## src/rtl/alu_mc_if.sv

```systemverilog
// Request/response bundle between a pipeline stage and the multi-cycle ALU.
// Carries no logic or state; it only adds what its master and slave drive.
// Both sides use valid/ready; the slave holds result until out_ready.
interface alu_mc_if #(
  parameter int WIDTH = 32
);
  logic             in_valid;
  logic             in_ready;
  logic [WIDTH-1:0] src_a;
  logic [WIDTH-1:0] src_b;
  logic [3:0]       alu_ctrl;
  logic             out_valid;
  logic             out_ready;
  logic [WIDTH-1:0] result;
  logic             zero;
  logic             busy;

  // requester side
  modport master (
    output in_valid, src_a, src_b, alu_ctrl, out_ready,
    input  in_ready, out_valid, result, zero, busy
  );

  // ALU side
  modport slave (
    input  in_valid, src_a, src_b, alu_ctrl, out_ready,
    output in_ready, out_valid, result, zero, busy
  );
endinterface

```

## src/rtl/alu_mc.sv

```systemverilog
// Multi-cycle ALU: logic/arith/shift ops plus optional shift-add multiply (ALU_MUL_EN).
// Latency: single-cycle ops 1 cycle; MULLO/MULHU WIDTH+1 cycles (only with ALU_MUL_EN).
// Backpressure: one op in flight; result held in DONE until out_ready, in_ready only in IDLE.
module alu_mc #(
  parameter  int WIDTH = 32,
  localparam int SHW   = $clog2(WIDTH)
) (
  input logic     clk,
  input logic     rst_n,
  alu_mc_if.slave bus
);

`ifdef ALU_MUL_EN
  typedef enum logic [1:0] {IDLE, BUSY, DONE} state_t;
`else
  typedef enum logic [1:0] {IDLE, DONE} state_t;
`endif

  state_t           state_q;
  logic             in_ready_q;
  logic             out_valid_q;
  logic [WIDTH-1:0] result_q;
  logic             zero_q;
  logic [WIDTH-1:0] alu_res;
  logic [SHW-1:0]   shamt;
  logic             slt;

  assign shamt = bus.src_b[SHW-1:0];
  assign slt   = $signed(bus.src_a) < $signed(bus.src_b);

  // Single-cycle result, computed straight from the request so it loads on accept
  always_comb begin
    alu_res = '0;
    case (bus.alu_ctrl)
      4'b0000: alu_res = bus.src_a & bus.src_b;
      4'b0001: alu_res = bus.src_a | bus.src_b;
      4'b0010: alu_res = bus.src_a + bus.src_b;
      4'b0110: alu_res = bus.src_a - bus.src_b;
      4'b0111: alu_res = {{(WIDTH-1){1'b0}}, slt};
      4'b0011: alu_res = bus.src_a << shamt;
      4'b0100: alu_res = bus.src_a >> shamt;
      4'b0101: alu_res = $unsigned($signed(bus.src_a) >>> shamt);
      default: alu_res = '0;
    endcase
  end

`ifdef ALU_MUL_EN
  logic                 busy_q;
  logic [2*WIDTH-1:0]   acc_q;
  logic [WIDTH-1:0]     mcand_q;
  logic [WIDTH-1:0]     mplr_q;
  logic [SHW-1:0]       cnt_q;
  logic                 mulhi_q;
  logic                 is_mul;
  logic [WIDTH:0]       mul_sum;
  logic [2*WIDTH-1:0]   acc_nxt;
  logic [WIDTH-1:0]     mul_res;

  assign is_mul = (bus.alu_ctrl == 4'b1000) || (bus.alu_ctrl == 4'b1001);

  // One shift-add step: add into the upper half, carry falls into the shifted accumulator
  always_comb begin
    mul_sum = {1'b0, acc_q[2*WIDTH-1:WIDTH]} + (mplr_q[0] ? {1'b0, mcand_q} : '0);
    acc_nxt = {mul_sum, acc_q[WIDTH-1:1]};
    mul_res = mulhi_q ? acc_nxt[2*WIDTH-1:WIDTH] : acc_nxt[WIDTH-1:0];
  end

  assign bus.busy = busy_q;
`else
  assign bus.busy = 1'b0;
`endif

  // Control FSM with registered handshake outputs and result/zero
  always_ff @(posedge clk) begin
    if (!rst_n) begin
      state_q     <= IDLE;
      in_ready_q  <= 1'b0;
      out_valid_q <= 1'b0;
      result_q    <= '0;
      zero_q      <= 1'b1;
`ifdef ALU_MUL_EN
      busy_q      <= 1'b0;
      acc_q       <= '0;
      mcand_q     <= '0;
      mplr_q      <= '0;
      cnt_q       <= '0;
      mulhi_q     <= 1'b0;
`endif
    end else begin
      case (state_q)
        IDLE: begin
          if (bus.in_valid && in_ready_q) begin
            in_ready_q <= 1'b0;
`ifdef ALU_MUL_EN
            if (is_mul) begin
              state_q <= BUSY;
              busy_q  <= 1'b1;
              cnt_q   <= '0;
              acc_q   <= '0;
              mcand_q <= bus.src_a;
              mplr_q  <= bus.src_b;
              mulhi_q <= bus.alu_ctrl[0];
            end else begin
              state_q     <= DONE;
              out_valid_q <= 1'b1;
              result_q    <= alu_res;
              zero_q      <= (alu_res == '0);
            end
`else
            state_q     <= DONE;
            out_valid_q <= 1'b1;
            result_q    <= alu_res;
            zero_q      <= (alu_res == '0);
`endif
          end else begin
            // first cycle out of reset opens the input
            in_ready_q <= 1'b1;
          end
        end
`ifdef ALU_MUL_EN
        BUSY: begin
          acc_q  <= acc_nxt;
          mplr_q <= mplr_q >> 1;
          cnt_q  <= cnt_q + 1'b1;
          if (cnt_q == SHW'(WIDTH - 1)) begin
            state_q     <= DONE;
            busy_q      <= 1'b0;
            out_valid_q <= 1'b1;
            result_q    <= mul_res;
            zero_q      <= (mul_res == '0);
          end
        end
`endif
        DONE: begin
          if (bus.out_ready) begin
            state_q     <= IDLE;
            out_valid_q <= 1'b0;
            in_ready_q  <= 1'b1;
          end
        end
        default: begin
          state_q    <= IDLE;
          in_ready_q <= 1'b0;
        end
      endcase
    end
  end

  assign bus.in_ready  = in_ready_q;
  assign bus.out_valid = out_valid_q;
  assign bus.result    = result_q;
  assign bus.zero      = zero_q;

endmodule

```

## src/flat_wrapper.sv

```systemverilog
// flat-port wrapper written by rule: the top's interface ports become plain ports
module alu_mc_flat 
#(
  parameter  int WIDTH = 32,
  localparam int SHW   = $clog2(WIDTH)
)
  (clk, rst_n, bus_in_valid, bus_src_a, bus_src_b, bus_alu_ctrl, bus_out_ready, bus_in_ready, bus_out_valid, bus_result, bus_zero, bus_busy);
  alu_mc_if #(.WIDTH(WIDTH)) bus_i ();
  input logic clk;
  input logic rst_n;
  input wire logic [$bits(bus_i.in_valid)-1:0] bus_in_valid;
  input wire logic [$bits(bus_i.src_a)-1:0] bus_src_a;
  input wire logic [$bits(bus_i.src_b)-1:0] bus_src_b;
  input wire logic [$bits(bus_i.alu_ctrl)-1:0] bus_alu_ctrl;
  input wire logic [$bits(bus_i.out_ready)-1:0] bus_out_ready;
  output wire logic [$bits(bus_i.in_ready)-1:0] bus_in_ready;
  output wire logic [$bits(bus_i.out_valid)-1:0] bus_out_valid;
  output wire logic [$bits(bus_i.result)-1:0] bus_result;
  output wire logic [$bits(bus_i.zero)-1:0] bus_zero;
  output wire logic [$bits(bus_i.busy)-1:0] bus_busy;
  assign bus_i.in_valid = bus_in_valid;
  assign bus_i.src_a = bus_src_a;
  assign bus_i.src_b = bus_src_b;
  assign bus_i.alu_ctrl = bus_alu_ctrl;
  assign bus_i.out_ready = bus_out_ready;
  assign bus_in_ready = bus_i.in_ready;
  assign bus_out_valid = bus_i.out_valid;
  assign bus_result = bus_i.result;
  assign bus_zero = bus_i.zero;
  assign bus_busy = bus_i.busy;
  alu_mc #(.WIDTH(WIDTH)) u_core (.clk(clk), .rst_n(rst_n), .bus(bus_i));
endmodule
```

## config.mk

```make
export PLATFORM = sky130hd
export DESIGN_NAME = alu_mc_flat
export DESIGN_NICKNAME = d
export VERILOG_FILES = /design/src/rtl/alu_mc_if.sv /design/src/rtl/alu_mc.sv /design/src/flat_wrapper.sv
export SDC_FILE = /design/constraint.sdc
export NUM_CORES = 1
export LEC_CHECK = 0
export ABC_CLOCK_PERIOD_IN_PS = 5000
export BUFFER_PORTS_ARGS = -buffer_cell sky130_fd_sc_hd__buf_2
export CAP_MARGIN = 20
export CORE_ASPECT_RATIO = 0.75
export CORE_UTILIZATION = 40
export CTS_CLUSTER_SIZE = 14
export DETAILED_ROUTE_END_ITERATION = 12
export PLACE_DENSITY = 0.57
export RECOVER_POWER = 50
export SLEW_MARGIN = 25
export SYNTH_ARGS = -nofsm -noshare
export SYNTH_HDL_FRONTEND = slang
export SYNTH_SLANG_ARGS = --single-unit
```

## constraint.sdc

```tcl
create_clock -name clk -period 5 [get_ports clk]
set_input_delay 1 -clock clk [delete_from_list [all_inputs] [get_ports clk]]
set_output_delay 1 -clock clk [all_outputs]
set_load 0.01 [all_outputs]
```

==> results of run 1 <==
## registers in the layout, summed over array words and instances, names as in the netlist
name                 flops
u_core.bus.result       32
u_core.bus.in_ready      1
u_core.bus.zero          1
u_core.state_q           1
## final cells by class
cell class,count,area share
clock inverter,1,0.000414
clock buffer,6,0.0115
tap,338,0.0350
sequential,35,0.0580
multi-input combinational,1223,0.734
inverter,108,0.0335
timing repair buffer,242,0.127
## routing by layer
| layer | wire length [µm] | track usage | share of wire |
|---|---|---|---|
| met5 | 0 | 0 | 0 |
| met4 | 1640 | 0.104 | 0.030 |
| met3 | 6390 | 0.0823 | 0.12 |
| met2 | 22000 | 0.572 | 0.40 |
| met1 | 24500 | 0.592 | 0.45 |
## where the power goes
group          internal (mW)  switching, mW
Combinational          0.500          0.872
Sequential             0.301         0.0111
Clock                  0.194          0.114
## cells in the mapped netlist, types with 28 or more instances
library cell	n	area (µm²)
nor3_1	47	235
o21ai_0	92	460
dfxtp_1	35	701
mux2i_1	90	901
mux2_2	28	315
ha_1	101	1260
mux4_2	31	698
nand2_1	117	439
nor2_1	155	582
clkbuf_1	80	300
nand3_1	32	160
inv_1	103	387
a211oi_1	38	285
a21oi_1	112	561
## worst register-to-register path: stages (launching register included)
cell and delay [ns]:
dfxtp_1 0.32, nand3b_1 0.15, buf_4 0.24, a221oi_1 0.25, o211ai_1 0.18, a21oi_1 0.23
nand4_1 0.22, and4b_1 0.33, nand4_1 0.08, o21ai_1 0.11
## kinds of logic (layout without fill, tap and decap cells)
group           after synthesis  in the layout
flops                        35             35
mux                         150            150
xor+xnor                     17             17
simple gates                481            481
compound gates              471            471
fa+ha+maj                   103            103
other cells                   1              1
buf+inv                     222            357
## final timing paths
check,to,depth (start not counted)
hold / removal,u_core.bus.result[30],2
setup / recovery,u_core.bus.zero,15
setup reg to reg,u_core.bus.zero,9
hold reg to reg,u_core.bus.result[30],2
==> impl.org, run 1 <==
** Run status
- Outcome :: finished, final reports clean

** Setup path
- Along the worst path, the maximum fanout reaches 32.
- Kind of critical path :: input pin to register
- Peak per-stage delay on the critical path :: about 0.46 ns
- Critical path launch point :: bus_src_b[1]
- Arrival time worst endpoint :: roughly 5 ns
- The worst setup path is launched from an input pin.
- Gate family responsible for the most delay along the worst path :: compound AO/OA/AOI/OAI gates
- Crit path cell chain :: buf_2 > buf_4 > nor2b_1 > a2bb2oi_1 > o311ai_0 > o21bai_1 > nand4_1 > a2111oi_1 > buf_4 > nand4_1 > nor3_1 > nand4_1 > and4b_1 > nand4_1 > o21ai_1
- By instance count, the cell type seen most on the critical path is nand4_1.
- Launch point of the worst reg-to-reg path :: u_core.state_q[0]
- Flop2flop setup slack :: between 2 and 3 ns
- Critical Path Sink Type :: register
- Critical path required time :: between 5 and 6 ns
- Together, buffers and inverters on the worst path number 3.
- For this design, the slowest cell found on the critical path is a2111oi_1.

** Floorplanning
- Std cell rows :: 50
- Measured along the y axis, the die boundary spans 142 µm.
- Starting Density :: 0.413
- The floorplan step defined a die boundary enclosing 0.0268 mm².
- In this run the standard cell core region covers roughly 0.025 mm².
- For this design the top-level I/O count stands at 108.
- Overall die width :: 189 µm

** Synthesis
- Of the synthesized area, sequential elements account for 0.0671.
- Number of library cell types mapped by synthesis :: 85
- For this run, the leading register cell type out of synthesis is dfxtp_1.
- The area fraction in compound gates after synthesis came to 0.303.
- Of the post-synthesis cell area, the part taken by muxes is 0.185.
- Share of synthesized cell area in full adder, half adder and majority cells :: 0.125
- Post-Synthesis Mean Instance Area :: between 7 and 8 µm²
- Largest family of logic cells by synthesized area :: compound AO/OA/AOI/OAI gates
- Netlist area before placement :: 0.0104 mm²
- For this run, asynchronously set or reset flops after synthesis account for 0.
- Of the total synthesized cell area, the portion taken by AND, OR, NAND and NOR gates is 0.221.
- In this run, synthesis inferred 0 flip-flops with an integrated enable.
- Total of warnings raised by yosys :: 0
- Synthesis inferred 35 register bits.
- Cells after synthesis :: around 1,500
- Xor and xnor area share after synthesis :: 0.0142
- Synthesis produced a netlist with a net count of between 1,500 and 2,000.

** Timing
- Maximum achievable frequency :: between 200 and 250 MHz
- Dividing the final minimum period by the clock period gives 0.940.
- Hold timing on the final database bottoms out at a slack of roughly 0.45 ns.
- Setup repair after global routing missed its margin :: false
- Max Clock Skew :: roughly 0.0070 ns
- Sum of negative setup slack :: 0 ns
- Setup slack closes at about 0.30 ns.
- The final number of hold-violating endpoints came to 0.
- The number of max-slew violations in the final report is 0.
- Finish-stage setup viols :: 0
- After layout, the minimum clock period comes to 4.70 ns.
- In this run the tightest slew margin relative to its limit is 0.223.
- At the pin with the least slew margin, the transition time is 1.16 ns.

** Route
- Detailed routing inserted a total of 13,100 vias.
- In the routed layout, each cell is associated on average with a via count of around 6.7.
- The first detailed-routing pass ran for 6 iterations.
- # DRC :: 0
- Detailed-route wire length :: about 55,000 µm
- In this run, the number of DRC markers left after iteration 0 of detailed routing was 1,926.
- After detailed routing, the average wire length per cell comes to between 20 and 30 µm.
- The count of nets left with antenna violations once routing finished came out at 0.

** Cells and area
- Sequential Area :: about 700 µm²
- After the flow finishes, the layout carries non-filler instances totaling between 1,500 and 2,000.
- Area growth, synth to finish :: 15.7%
- The library cell used most frequently in the layout, excluding fill and tap cells, is nor2_1.
- Net total in the final layout :: 1,790
- With fillers left out, the area of the finished cells amounts to around 0.012 mm².
- Layout fillers :: roughly 2,700
- In the final layout, the multi-input gates occupy roughly 0.0089 mm².
- Proportion of layout cells with a drive suffix above 1 :: 0.186
- At the end of the flow the core is filled with cells to 0.478.
- Inserted Diodes :: 0
- The top cell types in the final layout, fill and taps aside, are nor2_1, buf_4, nand2_1.

** Clocking
- In this run the deepest clock path goes through 2 buffers.
- After clock tree synthesis, the clock-pin slew on the worst setup and hold paths is 0.06 ns.
- Max H-tree Level :: 2
- The number of clock buffers added by TritonCTS is 5.
- Post-CTS Setup Inserts :: 0
- TritonCTS built the clock tree.
- Gates resized during post-CTS repair numbered 0.
- In this run, post-CTS hold repair placed 0 buffers.
- Clock sink count :: 35
- The tree is rooted in a clkbuf_16.
- The later pin in the worst-skew pair is clocked with a latency of about 0.28 ns.

** Power
- IR analysis of the VDD net gives a maximum drop of approximately 0.00015 V.
- In this run the power density over the cells is ~160 mW/mm².
- Total chip power :: roughly 2.0 mW
- P_leak :: ~5.3 nW

** Hold path
- Class of the worst hold path :: register to register
- The worst hold path begins at u_core.bus.result[30].

** Global route
- Overall track demand over capacity in global routing :: 0.398
- Wire length of the first global-routing pass :: 79,700 µm
- The via count of the first global-routing pass was ~12,000.
- Number of antenna violations at the first check in global routing :: 0
- The total overflow left after global routing is 0.
- Entering global routing, the biggest net connects 58 pins.

** Placed design
- Number of placed instances, taps included :: a little under 2,000
- The placed instances occupy a cell area of ~0.012 mm².
- Routability-driven placement finished with a final weighted congestion of ~1.1.
- Timing analysis after detailed placement gives a worst setup slack of around 0.093 ns.
- Buffers on Ports :: 106
- Final HPWL from detailed placement :: approximately 45,000 µm

** Flow run
- Max Cap Viol :: 0
(Power assumes the default switching activity.)
==> run 2, diff against run 1 <==
- ABC_CLOCK_PERIOD_IN_PS: 5000 -> 4900
- PLACE_DENSITY: 0.57 -> 0.55
- clock period: 5 -> 4.9 ns (I/O delays scaled with it)
==> impl.org, run 2 (synthesis results as in run 1) <==
** Global route
- The total overflow left after global routing is 0.
- The number of antenna violations at the first check in global routing came to 0.
- Wire length of the first global-routing pass :: roughly 80,000 µm
- Pin count of the biggest net entering global routing :: 47
- In the global route stage, overall resource usage came out at 0.403.
- Number of global-route vias before repair :: ~12,000

** Cells and area
- Commonest non-fill, non-tap cell in the layout :: buf_4
- Commonest cells after routing, fill and taps aside :: buf_4, nor2_1, nand2_1
- Net total in the final layout :: approximately 1,800
- The register with the most flip-flops in the layout has 32 of them.
- Of the cells placed in the final design, the portion with a size suffix greater than 1 is 0.200.
- Area growth, synth to finish :: 18.2%
- 0 antenna diodes ended up in the layout.

** Hold path
- Class of the worst hold path :: register to register
- The startpoint identified for the worst hold timing path is u_core.bus.result[30].
- Worst hold endpoint :: u_core.bus.result[30]
- Cells on Worst Hold Path :: 2

** Placed design
- Setup Slack @ Placement :: 0.0482 ns
- Buffers placed on the I/O ports in this run total approximately 110.
- At the end of routability-driven placement, the weighted congestion stood at 1.05.
- Once detailed placement completed, the half-perimeter wirelength came to 45,100 µm.

** Power
- P_leak :: about 5.4 nW
- Across the VDD grid, the largest voltage drop is 0.000111 V.
- Total chip power :: ~2.1 mW
- Power density of the placed cells :: 166 mW/mm²

** Route
- Count of TritonRoute iterations in the first routing pass :: 6
- After detailed routing, the met3 layer carries ~6400 µm of wire.
- Via count :: around 13,000
- After detailed routing, the total wire length is 54,900 µm.
- WL/cell :: about 28 µm
- Number of DRC markers in iteration 0 :: between 1,500 and 2,000
- Uppermost metal layer occupied by signal nets :: met4
- Detailed-routing wirelength on met1 :: 24,500 µm
- Routed wl met2 :: around 23,000 µm
- After detailed routing, the number of vias per cell comes to 6.60.
- The detail route stage leaves a number of antenna-violating nets equal to 0.
- # DRC :: 0

** Setup path
- The worst register-to-register path begins at u_core.state_q[0].
- Worst Reg2Reg Path Length in Cells :: 10
- Kind of critical path :: input pin to register
- STA puts the critical path data required time at slightly above 5 ns.
- Critical Path Sink Type :: register
- In this run the worst path has a maximum fanout of 6.
- The worst register-to-register path ends at u_core.bus.zero.
- The worst setup path is launched from an input pin.
- Arrival time worst endpoint :: around 4.9 ns
- Flop2flop setup slack :: 2.49 ns
- The critical path starts at bus_src_a[7].

** Timing
- Dividing the final minimum period by the clock period gives 0.949.
- Maximum achievable frequency :: around 210 MHz
- Setup violations remaining at the end of the flow were counted as 0.
- The number of max-slew violations in the final report was 0.
- PnR worst setup slack :: around 0.25 ns
- For the pin with the worst max-slew slack, the measured transition is approximately 1.1 ns.
- Max Clock Skew :: between 0.004 and 0.005 ns
- Slew Limit Headroom :: 0.276
- Number of failing hold endpoints at the final stage :: 0
- Setup total negative slack on the finished layout was measured at 0 ns.
- Setup repair after global routing left no endpoint under its margin.
- The worst path in the final design needs a cycle of roughly 4.7 ns, including I/O delays and setup.

** Floorplanning
- The die covers around 0.027 mm².
- The region available for standard cell placement spans 0.0253 mm².
- In this run the core area contains 50 standard-cell rows.
- For this configuration, the core starts out at a cell density of 0.413.
- The floorplan step set the die width to ~190 µm.
- Floorplan die height :: 142 µm
- Pin placement for this block handled 108 I/O pins.

** Clocking
- Max H-tree Level :: 2
- Clock transition time at the flip-flop clock pins of the worst setup and hold paths :: approximately 0.050 ns
- Clock sink count :: 35
- Post-CTS Resized :: 0
- For the worst-skew pair, the clock arrives at the later sink with an insertion delay of 0.29 ns.
- Post-CTS Setup Inserts :: 0
- CTS tree :: done
- Buffers inserted to repair hold after CTS numbered 0.
- Buffer cell driving the clock tree root :: clkbuf_16
- Num CTS Buffers :: 5
- Max Buffers Root-to-Sink :: 2

** Run status
- The flow ran to the end, and the final reports show no timing, DRC or antenna violations.

** Flow run
- The tool flagged a number of max-cap violations equal to 0.
-- run 2: metrics by stage --
step	hold WS, ns	area [µm²]	utilization	cells
finish	0.452	12400	0.489	1982
global route	0.473	12400	0.489	1982
CTS	0.452	12400	0.491	1982
detailed placement	0.445	12300	0.485	1975
global placement	0.439	12300	0.485	1975
floorplan	0.476	10400	-	1480
-- run 2: worst max path at each step --
stage	cells after the start	to
after floorplan	17	u_core.bus.zero
after global placement	19	u_core.bus.zero
after detailed placement	17	u_core.bus.zero
after CTS	17	u_core.bus.zero
after global routing	18	u_core.bus.zero
final	19	u_core.bus.zero
-- run 2: worst max-delay path, stage by stage --
cell and delay (ns):
buf_2 0.10, inv_1 0.05, ha_1 0.33, buf_4 0.17, inv_1 0.09, o31ai_1 0.67
nor2_1 0.11, a21oi_1 0.29, buf_4 0.19, mux2i_1 0.07, a2111oi_0 0.60, buf_4 0.23
nand4_1 0.07, nor3_1 0.17, buf_4 0.16, nand4_1 0.12, and4b_1 0.28, nand4_1 0.08
o21ai_1 0.12
-- run 2: cell type report --
cell class                      instances  area [µm²]
Sequential cell                        35         701
Clock buffer                            6         139
Inverter                              108         405
Fill cell                            2626       12900
Timing Repair Buffer                  271        1810
Multi-Input combinational cell       1223        8880
Tap cell                              338         423
Clock inverter                          1        5.00
-- run 2: report_power, final --
group	switching, mW	internal [mW]
clock network	0.123	0.198
logic	0.888	0.528
registers	0.0117	0.307
-- run 2: routing by layer --
metal / GRT usage / vias to the layer above
li1: - / 5837
met1: 0.591 / 6235
met2: 0.595 / 903
met3: 0.0868 / 98
met4: 0.0913 / 0
met5: 0 / -
